==> src/rtl/debounce_pkg.sv <==
// Shared defaults and helpers for the switch debounce bank.
// Edge-pulse outputs are built only when DEBOUNCE_EDGE_EN is defined.
package debounce_pkg;

  localparam int unsigned DEFAULT_DEBOUNCE_LIMIT = 250000;
  localparam int unsigned DEFAULT_NUM_SW         = 4;

  // Per-cycle decision taken by a channel's stability counter.
  typedef enum logic [1:0] {
    CNT_CLEAR = 2'd0,
    CNT_STEP  = 2'd1,
    CNT_FLIP  = 2'd2
  } cnt_action_e;

  // Counter holds 0..limit-1, so clog2(limit) bits suffice.
  function automatic int unsigned cnt_width(input int unsigned limit);
    return (limit < 2) ? 1 : $clog2(limit);
  endfunction

endpackage

==> src/rtl/debounce_channel.sv <==
// One debounced switch: 2-flop synchronizer, stability counter, stable level.
// Rise/fall pulse flops exist only when DEBOUNCE_EDGE_EN is defined.
module debounce_channel
  import debounce_pkg::*;
#(
  parameter int unsigned DEBOUNCE_LIMIT = DEFAULT_DEBOUNCE_LIMIT
) (
  input  logic clk_i,
  input  logic rst_i,
  input  logic sw_i,
  output logic sw_o
`ifdef DEBOUNCE_EDGE_EN
  ,
  output logic rise_o,
  output logic fall_o
`endif
);

  localparam int unsigned    CW      = cnt_width(DEBOUNCE_LIMIT);
  localparam logic [CW-1:0]  CNT_MAX = CW'(DEBOUNCE_LIMIT - 1);

  logic [1:0]    sync_q;
  logic          s;
  logic [CW-1:0] cnt_q, cnt_d;
  logic          state_q, state_d;
  cnt_action_e   act;

  assign s = sync_q[1];

  // Any sample equal to the stable level restarts the count, so glitches never accumulate.
  always_comb begin
    act     = CNT_CLEAR;
    cnt_d   = '0;
    state_d = state_q;
    if (s != state_q) begin
      act = (cnt_q == CNT_MAX) ? CNT_FLIP : CNT_STEP;
    end
    case (act)
      CNT_STEP: cnt_d = cnt_q + CW'(1);
      CNT_FLIP: begin
        cnt_d   = '0;
        state_d = ~state_q;
      end
      default: cnt_d = '0;
    endcase
  end

  always_ff @(posedge clk_i) begin
    if (rst_i) begin
      sync_q  <= '0;
      cnt_q   <= '0;
      state_q <= 1'b0;
    end else begin
      sync_q  <= {sync_q[0], sw_i};
      cnt_q   <= cnt_d;
      state_q <= state_d;
    end
  end

  assign sw_o = state_q;

`ifdef DEBOUNCE_EDGE_EN
  logic rise_q, fall_q;

  // Pulses are decoded from the flip decision so they land with the state change.
  always_ff @(posedge clk_i) begin
    if (rst_i) begin
      rise_q <= 1'b0;
      fall_q <= 1'b0;
    end else begin
      rise_q <= (act == CNT_FLIP) && !state_q;
      fall_q <= (act == CNT_FLIP) &&  state_q;
    end
  end

  assign rise_o = rise_q;
  assign fall_o = fall_q;
`endif

endmodule

==> src/rtl/switch_debounce_bank.sv <==
// Bank of NUM_SW independent switch debouncers.
// Define DEBOUNCE_EDGE_EN to add the o_Rise/o_Fall pulse ports.
module switch_debounce_bank
  import debounce_pkg::*;
#(
  parameter int unsigned DEBOUNCE_LIMIT = DEFAULT_DEBOUNCE_LIMIT,
  parameter int unsigned NUM_SW         = DEFAULT_NUM_SW
) (
  input  logic              i_Clk,
  input  logic              i_Rst,
  input  logic [NUM_SW-1:0] i_Switch,
  output logic [NUM_SW-1:0] o_Switch
`ifdef DEBOUNCE_EDGE_EN
  ,
  output logic [NUM_SW-1:0] o_Rise,
  output logic [NUM_SW-1:0] o_Fall
`endif
);

  for (genvar g = 0; g < NUM_SW; g++) begin : g_ch
    debounce_channel #(
      .DEBOUNCE_LIMIT(DEBOUNCE_LIMIT)
    ) u_ch (
      .clk_i (i_Clk),
      .rst_i (i_Rst),
      .sw_i  (i_Switch[g]),
      .sw_o  (o_Switch[g])
`ifdef DEBOUNCE_EDGE_EN
      ,
      .rise_o(o_Rise[g]),
      .fall_o(o_Fall[g])
`endif
    );
  end

endmodule

==> config.mk <==
export PLATFORM = sky130hd
export DESIGN_NAME = switch_debounce_bank
export DESIGN_NICKNAME = d
export VERILOG_FILES = /design/src/rtl/debounce_pkg.sv /design/src/rtl/debounce_channel.sv /design/src/rtl/switch_debounce_bank.sv
export SDC_FILE = /design/constraint.sdc
export NUM_CORES = 1
export LEC_CHECK = 0
export CAP_MARGIN = 30
export CORE_MARGIN = 3
export CORE_UTILIZATION = 55
export CTS_CLUSTER_SIZE = 28
export DETAILED_ROUTE_END_ITERATION = 10
export PLACE_DENSITY = 0.72
export SETUP_SLACK_MARGIN = 0.02
export SLEW_MARGIN = 20
export SYNTH_ARGS = -nofsm -noshare
export SYNTH_HDL_FRONTEND = slang
export SYNTH_HIERARCHICAL = 1
export SYNTH_SLANG_ARGS = --single-unit
==> constraint.sdc <==
create_clock -name i_Clk -period 4.8 [get_ports i_Clk]
set_clock_uncertainty 0.05 [all_clocks]
set_input_delay 0.72 -clock i_Clk [delete_from_list [all_inputs] [get_ports i_Clk]]
set_output_delay 0.72 -clock i_Clk [all_outputs]
set_load 0.005 [all_outputs]
-- After elaboration in Yosys (flattened, before gate mapping)
Cells that the tools add are included.
- input bits: 6
- output and inout bits: 4
- flip-flop bits (word level): 84
- add/sub/neg operators: 4
- mux-type cells: 8
- bitwise logic cells: 8
- reduce and logical (&&, ||, !) cells: 4
- equal/unequal tests: 16
- operators by type and width (kind ; count):
    adder 18 x 1 -> 18 bit, second input constant ; 4
    == test 18 bit, second input constant ; 4
    2-to-1 mux 2 bit ; 8
    == test 2 x 1 -> 1 bit, second input constant ; 4
    == test 2 bit, second input constant ; 4
    inverter 1 bit ; 8
    OR reduction 2 bit ; 4
    inequality test 1 bit ; 4

-- Logic depth before layout (Yosys ltp)
Gate-level depths: netlist (run 1).
- depth after elaboration: 6
- mapped depth: 6
- depth with buffers taken out: 5

-- Cells and area by module
Netlist (run 1), hierarchy kept.
- by module, submodules not included (module ; area each (µm²) ; instances ; cells an instance ; seq. area each (µm²)):
    debounce_channel ; 962.2 ; 4 ; 104 ; 420.4

-- Worst setup path after synthesis (run 1)
OpenSTA, ideal clock, no wires.
- kind: register -> register
- from: register g_ch[0].u_ch.cnt_q[0]
- to: register g_ch[0].u_ch.cnt_q[9]
- setup slack: 3143 ps
- clock period less this slack: 1657 ps
- setup time: 115 ps
- required time: 4635 ps
- cell stages (with the launch flop): 6
- arrival: 1492 ps
- cells stage by stage: dfxtp_1 > ha_1 > nand3_1 > o41ai_4 > buf_6 > nor2_1
- word-level cells in the longest chain between the ends: 6
- elaborated cells between the ends (all ways): 7
- classes of those cells: add/sub: 1; eq/ne: 2; mux: 2; bitwise: 1; reduce/logical: 1
- RTL lines (element ; RTL line ; text):
    start, declared ; debounce_channel.sv:24 ; logic [CW-1:0] cnt_q, cnt_d;
    start signal, assigned ; debounce_channel.sv:55 ; cnt_q <= cnt_d;
    == test 18 bit ; debounce_channel.sv:36 ; act = (cnt_q == CNT_MAX) ? CNT_FLIP : CNT_STEP;
    2-to-1 mux 2 bit ; debounce_channel.sv:36 ;
    2-to-1 mux 2 bit ; debounce_channel.sv:35 ; if (s != state_q) begin
    == test 2 x 1 -> 1 bit ; debounce_channel.sv:38 ; case (act)
    inverter 1 bit (no line) ; n/a ;
    OR reduction 2 bit (no line) ; n/a ;
Several ways; a longest one is shown, not always the timed one.
A chain may end at the register's enable or synchronous reset.

-- Worst setup path in the final report (run 1)
- from: register g_ch[1].u_ch.cnt_q[0]
- to: register g_ch[1].u_ch.cnt_q[3]
- word-level cells in the longest chain between the ends: 6
- elaborated cells between the ends (all ways): 7
- classes of those cells: add/sub: 1; eq/ne: 2; mux: 2; bitwise: 1; reduce/logical: 1
- RTL lines (element ; RTL line):
    start, declared ; debounce_channel.sv:24
    start signal, assigned ; debounce_channel.sv:55
    == test 18 bit ; debounce_channel.sv:36
    2-to-1 mux 2 bit ; debounce_channel.sv:36
    2-to-1 mux 2 bit ; debounce_channel.sv:35
    == test 2 x 1 -> 1 bit ; debounce_channel.sv:38
    inverter 1 bit (no line) ; n/a
    OR reduction 2 bit (no line) ; n/a
Several ways; a longest one is shown, not always the timed one.

==> impl_metrics.json, run 1 <==
{
  "instances_no_fill": 522,
  "finalCritPeriodShare_pct": 43.7,
  "final_cell_mix": "dfxtp_1 (84), nor2_1 (72), xor2_1 (32)",
  "status": "finished, final reports clean",
  "dp_hpwl_mm": 4.45,
  "slew_violations": 0,
  "rows": 29,
  "max_cap_viol_count": 0,
  "crit_arrival_ns": 2.24,
  "power_density_nw_per_um2": 284,
  "worst_slack_ns": 2.70,
  "slew_headroom_pct": 36.4,
  "path_class": "reg2reg",
  "antenna_found_initial": 0,
  "placed_area_sq_um": 3950,
  "timing.fmax_mhz": 476,
  "critPathRequiredTime_ns": 4.94,
  "p_leak_nw": 1.18,
  "ant_nets": 0,
  "syn_inst": 416,
  "yosys-top-cells-area": "dfxtp_1 (44%), xor2_1 (7.3%), nor2_1 (7.0%)",
  "grt_pass1_wl_mm": 11.7,
  "yosys_warnings": 6,
  "drive_above_1_share_pct": 6.53,
  "rsz0062_at_grt": "no",
  "cts_max_level": 3,
  "cts_max_path_buffers": 2,
  "final_common_cell": "dfxtp_1",
  "crit_path_max_fanout": 18,
  "gp_congestion": 0.763,
  "synth_top_area_share_pct": 43.7,
  "power_mw": 1.17,
  "power_frac_seq_pct": 59.9,
  "fin_crit_ns": 2.10,
  "nets": 434,
  "pwr-share-comb_pct": 1.6,
  "routed_via_density": 5.46,
  "cp_slowest_stage_delay_ns": 0.92,
  "dp.cells": 506,
  "drtIter0Drc": 60,
  "io_pins": 10,
  "die_h_um": 89.7,
  "startpoint": "g_ch[1].u_ch/cnt_q[0]$_SDFF_PP0_",
  "io_buffers": 9,
  "syn_to_final_growth_pct": 7.25,
  "cts_sinks": 84,
  "cp_cell_sequence": "ha_1, nand3_1, o41ai_4, nor2_1",
  "pwr-share-clk_pct": 38.6,
  "slowest_stage": "o41ai_4",
  "drtPass1Iterations": 4,
  "ys_seq_elements": 84,
  "worst_pin_slew_ns": 0.950,
  "num_vias": 2852,
  "grt_max_degree": 21,
  "drcViolationCount": 0,
  "dr.max_layer_used": "met4",
  "hp-class": "reg2reg",
  "ys_types": 28,
  "wire_per_inst_um": 12.5,
  "setup_tns_ns": 0,
  "timing.rr.start": "g_ch[1].u_ch/cnt_q[0]$_SDFF_PP0_",
  "postCtsHoldBufs": 0,
  "final-setup-viol-count": 0,
  "cts.clk_slew.worst_paths_ns": 0.09,
  "wirelength_mm": 6.52,
  "crit_path_end_kind": "register",
  "routed-wl-met3_um": 148,
  "cts_buffers": 9,
  "drt-met1-wl_mm": 3.39,
  "cts-resized-gates": 0,
  "synth.cell_area_sq_um": 3850,
  "synth_top_area_cell": "dfxtp_1",
  "p_sw_share_pct": 22.4,
  "startpoint_type": "register",
  "hp-start": "g_ch[0].u_ch/sync_q[0]$_SDFF_PP0_",
  "p_sw_mw": 0.263,
  "synthesis.nets": 426,
  "hold_violations": 0,
  "diodes": 0,
  "final_area_sq_um": 4130,
  "grt_pass1_vias": 2694,
  "clk_latency_ns": 0.35,
  "core_sq_um": 6570,
  "ir_worst_vdd_uv": 184,
  "wl_met2_mm": 2.87,
  "cts_tree": "built",
  "globalRouteTotalUtil_pct": 18.2,
  "die_area_sq_um": 8040,
  "place_ws_ns": 2.48,
  "initial_core_util_pct": 58.6,
  "postCtsSetupBuffers": 0,
  "fp.dieW_um": 89.7,
  "avgSynthCellArea_sq_um": 9.25,
  "cts-root-buf": "clkbuf_8",
  "power.internal_mw": 0.911,
  "seq_area_frac_synth_pct": 43.7,
  "overflow": 0
}
[path summary, 6_finish.rpt]
path / end / slack (ns) / cells past startpoint
worst max register to register: g_ch[1].u_ch/cnt_q[3]$_SDFF_PP0_ / 2.70 / 4
worst min-delay path: g_ch[0].u_ch/sync_q[1]$_SDFF_PP0_ / 0.40 / 1
worst min register to register: g_ch[0].u_ch/sync_q[1]$_SDFF_PP0_ / 0.40 / 1
worst max-delay path: g_ch[1].u_ch/cnt_q[3]$_SDFF_PP0_ / 2.70 / 4
[power by group through the flow]
stage | Sequential (mW) | Combinational, mW | Clock, mW
3_5_place_dp | 0.719 | 0.0190 | 0
2_1_floorplan | 0.719 | 0.0127 | 0
5_1_grt | 0.703 | 0.0207 | 0.496
4_1_cts | 0.703 | 0.0190 | 0.466
6_report | 0.703 | 0.0186 | 0.453
3_3_place_gp | 0.719 | 0.0183 | 0
[cells by family (layout without fill, tap and decap cells)]
logic type | count (synthesis) | in the layout | synth area share [%]
xor gates and xnor gates | 60 | 60 | 13.7
muxes | 4 | 4 | 1.04
AOI/OAI and AO/OA | 20 | 20 | 5.20
DFF | 84 | 84 | 43.7
and+or+nand+nor | 228 | 228 | 32.0
adders and majority gates | 4 | 4 | 1.30
buffers and inverters | 16 | 29 | 3.12
[worst max-delay path, delay by kind of cell (launching register included)]
family	cells	cell delay, ns
adder cells (fa/ha/maj)	1	0.24
AO/OA/AOI/OAI	1	0.92
flip-flops	1	0.42
AND/OR/NAND/NOR	2	0.32
[sequential cells by signal, summed over array words and instances, names as in the netlist]
register,flops
g_ch.u_ch/cnt_q,72
g_ch.u_ch/sw_o,4
g_ch.u_ch/sync_q,8
[synth_stat cells, drive strengths merged]
cell and instances:
nand2b 8, a21oi 8, clkbuf 4, or2 4, inv 4, o41ai 4
nand4 28, nor4 16, or4 4, and2 4, nor4b 8, buf 8
dfxtp 84, ha 4, or3 4, mux2i 4, nor2b 8, nand2 24
o31ai 4, o21ai 4, nor2 72, nand3 28, xnor2 28, xor2 32
and4 12, nor3 8
[through the flow]
stage	util, %	hold WS, ns
after floorplan	-	0.364
after global placement	60.1	0.367
after detailed placement	60.1	0.377
after CTS	62.9	0.396
after global routing	62.9	0.418
final	62.9	0.396
[per-layer routing]
metal  global-route usage, %  vias to the layer above
met5                       0                        -
met1                    24.5                     1333
met3                    3.19                       10
li1                        -                     1478
met4                    8.12                        0
met2                    28.7                       31
[final cells by class]
cell class | instances | area [sq um]
fillers | 580 | 2440
repair buffers | 9 | 90.1
clock inverters | 6 | 40.0
clock buffers | 10 | 138
multi-input cells | 316 | 2050
well taps | 93 | 116
inverters | 4 | 15.0
flip-flops and latches | 84 | 1680
Note: power is estimated with default switching activity, not from simulation.
==> run 2: changes to the inputs <==
--- a/config.mk
+++ b/config.mk
@@ -10,7 +10,7 @@
 export CORE_UTILIZATION = 55
 export CTS_CLUSTER_SIZE = 28
 export DETAILED_ROUTE_END_ITERATION = 10
-export PLACE_DENSITY = 0.72
+export PLACE_DENSITY = 0.75
 export SETUP_SLACK_MARGIN = 0.02
 export SLEW_MARGIN = 20
 export SYNTH_ARGS = -nofsm -noshare
==> constraint.sdc (replaced) <==
create_clock -name i_Clk -period 1.9 [get_ports i_Clk]
set_clock_uncertainty 0.05 [all_clocks]
set_input_delay 0.285 -clock i_Clk [delete_from_list [all_inputs] [get_ports i_Clk]]
set_output_delay 0.285 -clock i_Clk [all_outputs]
set_load 0.005 [all_outputs]
==> impl_metrics.json, run 2 (synthesized netlist as in run 1, its figures left out) <==
{
  "status": "finished, final reports clean",
  "antenna_found_initial": 0,
  "cts-root-buf": "clkbuf_8",
  "drtIter0Drc": 84,
  "diodes": 0,
  "cts.clk_slew.worst_paths_ns": 0.08,
  "crit_arrival_ns": 1.92,
  "cts_sinks": 84,
  "die_h_um": 89.7,
  "drcViolationCount": 0,
  "syn_to_final_growth_pct": 11.7,
  "p_leak_nw": 1.27,
  "pwr-share-clk_pct": 45.7,
  "hp-class": "reg2reg",
  "hold_violations": 0,
  "cts_tree": "built",
  "gp_congestion": 0.857,
  "wire_per_inst_um": 12.1,
  "ir_worst_vdd_uv": 474,
  "io_pins": 10,
  "wirelength_mm": 6.50,
  "grt_max_degree": 19,
  "pwr-share-comb_pct": 1.7,
  "finalCritPeriodShare_pct": 88.8,
  "overflow": 0,
  "regMostFlops": "g_ch.u_ch/cnt_q",
  "setup_tns_ns": 0,
  "final_common_cell": "dfxtp_1",
  "io_buffers": 9,
  "power_frac_seq_pct": 52.7,
  "cp_cell_sequence": "ha_1, and4_1, nand3_1, or3_1, a21oi_1",
  "cts_max_level": 3,
  "rows": 29,
  "final_cell_mix": "dfxtp_1 (84), nor2_1 (72), xor2_1 (32)",
  "num_vias": 2909,
  "die_area_sq_um": 8040,
  "final-setup-viol-count": 0,
  "rsz0062_at_grt": "no",
  "cp_slowest_stage_delay_ns": 0.41,
  "fin_crit_ns": 1.69,
  "power_density_nw_per_um2": 784,
  "num-fill-cells": 527,
  "slowest_stage": "dfxtp_1",
  "worst-path-buf-inv": 0,
  "clk_latency_ns": 0.34,
  "postCtsHoldBufs": 0,
  "ant_nets": 0,
  "largest_register_ff_count": 72,
  "path_class": "reg2reg",
  "slew_violations": 0,
  "critPathRequiredTime_ns": 2.13,
  "postCtsSetupBuffers": 0,
  "nets": 447,
  "power_mw": 3.37,
  "startpoint_type": "register",
  "cts_buffers": 9,
  "instances_no_fill": 535,
  "p_sw_share_pct": 18.6,
  "timing.fmax_mhz": 593,
  "final_util_pct": 65.4,
  "crit_path_max_fanout": 6,
  "crit_path_end_kind": "register",
  "slew_headroom_pct": 71.0,
  "initial_core_util_pct": 58.6,
  "drive_above_1_share_pct": 9.05,
  "globalRouteTotalUtil_pct": 18.1,
  "worst_pin_slew_ns": 0.431,
  "dp_hpwl_mm": 4.53,
  "max_cap_viol_count": 0,
  "cts-resized-gates": 0,
  "fp.dieW_um": 89.7,
  "dp.cells": 519,
  "grt_pass1_wl_mm": 11.6,
  "cts_max_path_buffers": 2,
  "core_sq_um": 6570,
  "drtPass1Iterations": 4,
  "routed_via_density": 5.44,
  "p_sw_mw": 0.627,
  "cp_top_family": "simple AND/OR/NAND/NOR gates",
  "grt_pass1_vias": 2636,
  "power.internal_mw": 2.74
}
==> run 2: cell types whose count changed in the layout (fill, tap and decap cells not counted) <==
cell	change
clkinv_2	-2
bufinv_16	+3
clkinvlp_4	-1
clkbuf_1	+1
clkinv_4	-2
buf_4	+13
clkbuf_8	+1
==> run 2: routing by layer <==
metal  GRT usage (%)  part of all wire, %  vias to the layer above
met5               0                    0                        -
met4            4.47                 0.85                        0
met3            5.66                  3.8                        7
met2            29.7                   46                       53
met1            23.3                   49                     1332
li1                -                    -                     1517
==> run 2: metrics by stage <==
step	hold WS (ns)	setup WS [ns]	cell area [sq um]
3_3_place_gp	0.371	0.260	4050
2_1_floorplan	0.307	0.243	3850
4_1_cts	0.393	0.213	4300
5_1_grt	0.419	0.0634	4300
6_report	0.390	0.214	4300
3_5_place_dp	0.373	0.213	4050
==> run 2: worst paths after layout <==
check / startpoint / endpoint / slack (ns) / depth (start not counted)
worst max-delay path: g_ch[0].u_ch/cnt_q[0]$_SDFF_PP0_ / g_ch[0].u_ch/cnt_q[16]$_SDFF_PP0_ / 0.21 / 5
worst min-delay path: g_ch[0].u_ch/sync_q[0]$_SDFF_PP0_ / g_ch[0].u_ch/sync_q[1]$_SDFF_PP0_ / 0.39 / 1
worst max register to register: g_ch[0].u_ch/cnt_q[0]$_SDFF_PP0_ / g_ch[0].u_ch/cnt_q[16]$_SDFF_PP0_ / 0.21 / 5
worst min register to register: g_ch[0].u_ch/sync_q[0]$_SDFF_PP0_ / g_ch[0].u_ch/sync_q[1]$_SDFF_PP0_ / 0.39 / 1
==> run 2: power groups by stage <==
stage	sequential (mW)	combinational (mW)	clock, mW
2_1_floorplan	1.82	0.0322	0
6_report	1.77	0.0564	1.54
3_3_place_gp	1.82	0.0547	0
5_1_grt	1.78	0.0627	1.66
4_1_cts	1.77	0.0571	1.58
3_5_place_dp	1.82	0.0570	0
==> run 2: cell type report <==
cell class | count | area [sq um] | area share, %
multi-input cells | 316 | 2050 | 47.6
flip-flops and latches | 84 | 1680 | 39.1
repair buffers | 22 | 188 | 4.37
clock buffers | 12 | 155 | 3.61
well taps | 93 | 116 | 2.71
clock inverters | 4 | 95.1 | 2.21
inverters | 4 | 15.0 | 0.349
==> run 3: changes to the inputs <==
--- a/config.mk
+++ b/config.mk
@@ -7,10 +7,10 @@
 export LEC_CHECK = 0
 export CAP_MARGIN = 30
 export CORE_MARGIN = 3
-export CORE_UTILIZATION = 55
+export CORE_UTILIZATION = 40
+export CTS_CLUSTER_DIAMETER = 200
 export CTS_CLUSTER_SIZE = 28
 export DETAILED_ROUTE_END_ITERATION = 10
-export PLACE_DENSITY = 0.75
 export SETUP_SLACK_MARGIN = 0.02
 export SLEW_MARGIN = 20
 export SYNTH_ARGS = -nofsm -noshare
==> impl_metrics.json, run 3 (synthesized netlist as in run 1, its figures left out) <==
{
  "status": "finished, final reports clean",
  "regMostFlops": "g_ch.u_ch/cnt_q",
  "min_delay_path_depth": 1,
  "clk_latency_ns": 0.34,
  "cts_max_level": 3,
  "crit_path_end_kind": "register",
  "r2r_slack_ns": 0.23,
  "drcViolationCount": 0,
  "startpoint": "g_ch[1].u_ch/cnt_q[0]$_SDFF_PP0_",
  "placed_area_sq_um": 4140,
  "cts_buffers": 9,
  "drtPass1Iterations": 4,
  "die_area_sq_um": 10800,
  "num-fill-cells": 926,
  "grt_pass1_vias": 2674,
  "io_pins": 10,
  "fin_crit_ns": 1.67,
  "dp_hpwl_mm": 4.74,
  "wire_per_inst_um": 11.7,
  "drive_above_1_share_pct": 9.87,
  "rows": 35,
  "r2r-end": "g_ch[1].u_ch/cnt_q[16]$_SDFF_PP0_",
  "fp.dieW_um": 104,
  "ant_nets": 0,
  "gp_congestion": 0.820,
  "max_cap_viol_count": 0,
  "holdPathEnd": "g_ch[2].u_ch/sync_q[1]$_SDFF_PP0_",
  "hp-start": "g_ch[2].u_ch/sync_q[0]$_SDFF_PP0_",
  "routed_via_density": 5.07,
  "initial_core_util_pct": 41.5,
  "drtIter0Drc": 88,
  "multi_input_area_sq_um": 2050,
  "slew_headroom_pct": 75.3,
  "overflow": 0,
  "postCtsSetupBuffers": 0,
  "setup_tns_ns": 0,
  "slew_violations": 0,
  "cts-resized-gates": 0,
  "final-setup-viol-count": 0,
  "largest_register_ff_count": 72,
  "hold_violations": 0,
  "finalCritPeriodShare_pct": 87.7,
  "syn_to_final_growth_pct": 11.8,
  "die_h_um": 104,
  "hp-class": "reg2reg",
  "ir_worst_vdd_uv": 391,
  "nets": 451,
  "final_common_cell": "dfxtp_1",
  "crit_path_max_fanout": 6,
  "num_vias": 2914,
  "final_cell_mix": "dfxtp_1 (84), nor2_1 (72), xor2_1 (32)",
  "startpoint_type": "register",
  "regArea_sq_um": 1680,
  "grt_pass1_wl_mm": 12.0,
  "power_density_nw_per_um2": 684,
  "worst-r2r-cell-count": 5,
  "wirelength_mm": 6.71,
  "final_util_pct": 46.4,
  "instances_no_fill": 575,
  "path_class": "reg2reg",
  "grt_max_degree": 21,
  "core_sq_um": 9280,
  "cts.clk_slew.worst_paths_ns": 0.08,
  "place_ws_ns": 0.206,
  "worst_slack_ns": 0.234,
  "p_leak_nw": 1.26,
  "cts_tree": "built",
  "antenna_found_initial": 0,
  "postCtsHoldBufs": 0,
  "cts_max_path_buffers": 2,
  "critPathRequiredTime_ns": 2.12,
  "whs_ns": 0.390,
  "final_area_sq_um": 4300,
  "timing.rr.start": "g_ch[1].u_ch/cnt_q[0]$_SDFF_PP0_",
  "io_buffers": 9,
  "power_mw": 2.94,
  "timing.fmax_mhz": 600,
  "cts_sinks": 84,
  "cts-root-buf": "clkbuf_8",
  "worst_pin_slew_ns": 0.367,
  "globalRouteTotalUtil_pct": 13.0,
  "dp.cells": 559,
  "rsz0062_at_grt": "no",
  "crit_arrival_ns": 1.89,
  "diodes": 0
}
## run 3: cell types whose count changed in the layout (fill, tap and decap cells not counted), sizes merged
cell | previous run | this run
buf | 13 | 17
bufinv | 3 | 0
clkinv | 1 | 4
clkbuf | 12 | 11
clkinvlp | 0 | 1
## run 3: routing by layer
layer  vias up  global-route usage (%)  wire length (um)
li1       1518                       -                 -
met2        40                    20.2              3040
met5         -                       0                 0
met4         0                    4.65                34
met1      1354                    17.6              3410
met3         2                    3.23               229
## run 3: final cells by class
cell class	count	share of cell area, %
clock buffer	11	3.28
sequential	84	39.1
inverter	4	0.349
tap	129	3.75
clock inverter	5	0.640
multi-input combinational	316	47.6
timing repair buffer	26	5.35
## run 3: how the worst max path moves through the flow
stage / cells after the start / slack, ns / to
after global routing: 4 / 0.08 / g_ch[0].u_ch/cnt_q[17]$_SDFF_PP0_
after CTS: 5 / 0.22 / g_ch[1].u_ch/cnt_q[16]$_SDFF_PP0_
final: 5 / 0.23 / g_ch[1].u_ch/cnt_q[16]$_SDFF_PP0_
after detailed placement: 6 / 0.21 / g_ch[1].u_ch/cnt_q[16]$_SDFF_PP0_
after floorplan: 5 / 0.24 / g_ch[0].u_ch/cnt_q[9]$_SDFF_PP0_
after global placement: 6 / 0.27 / g_ch[1].u_ch/cnt_q[16]$_SDFF_PP0_
## run 3: worst max-delay path, stage by stage (launching register included)
cell and delay [ns]:
dfxtp_1 0.40, ha_1 0.22, and4_1 0.34, nand3_1 0.11, or3_1 0.31, a21oi_1 0.16
## run 3: where the power goes
group | internal, mW | leakage, nW | switching (mW) | total [mW]
sequential | 1.77 | 0.678 | 0.00497 | 1.77
clock | 0.502 | 0.0889 | 0.609 | 1.11
combinational | 0.0335 | 0.491 | 0.0259 | 0.0594
total | 2.30 | 1.26 | 0.640 | 2.94
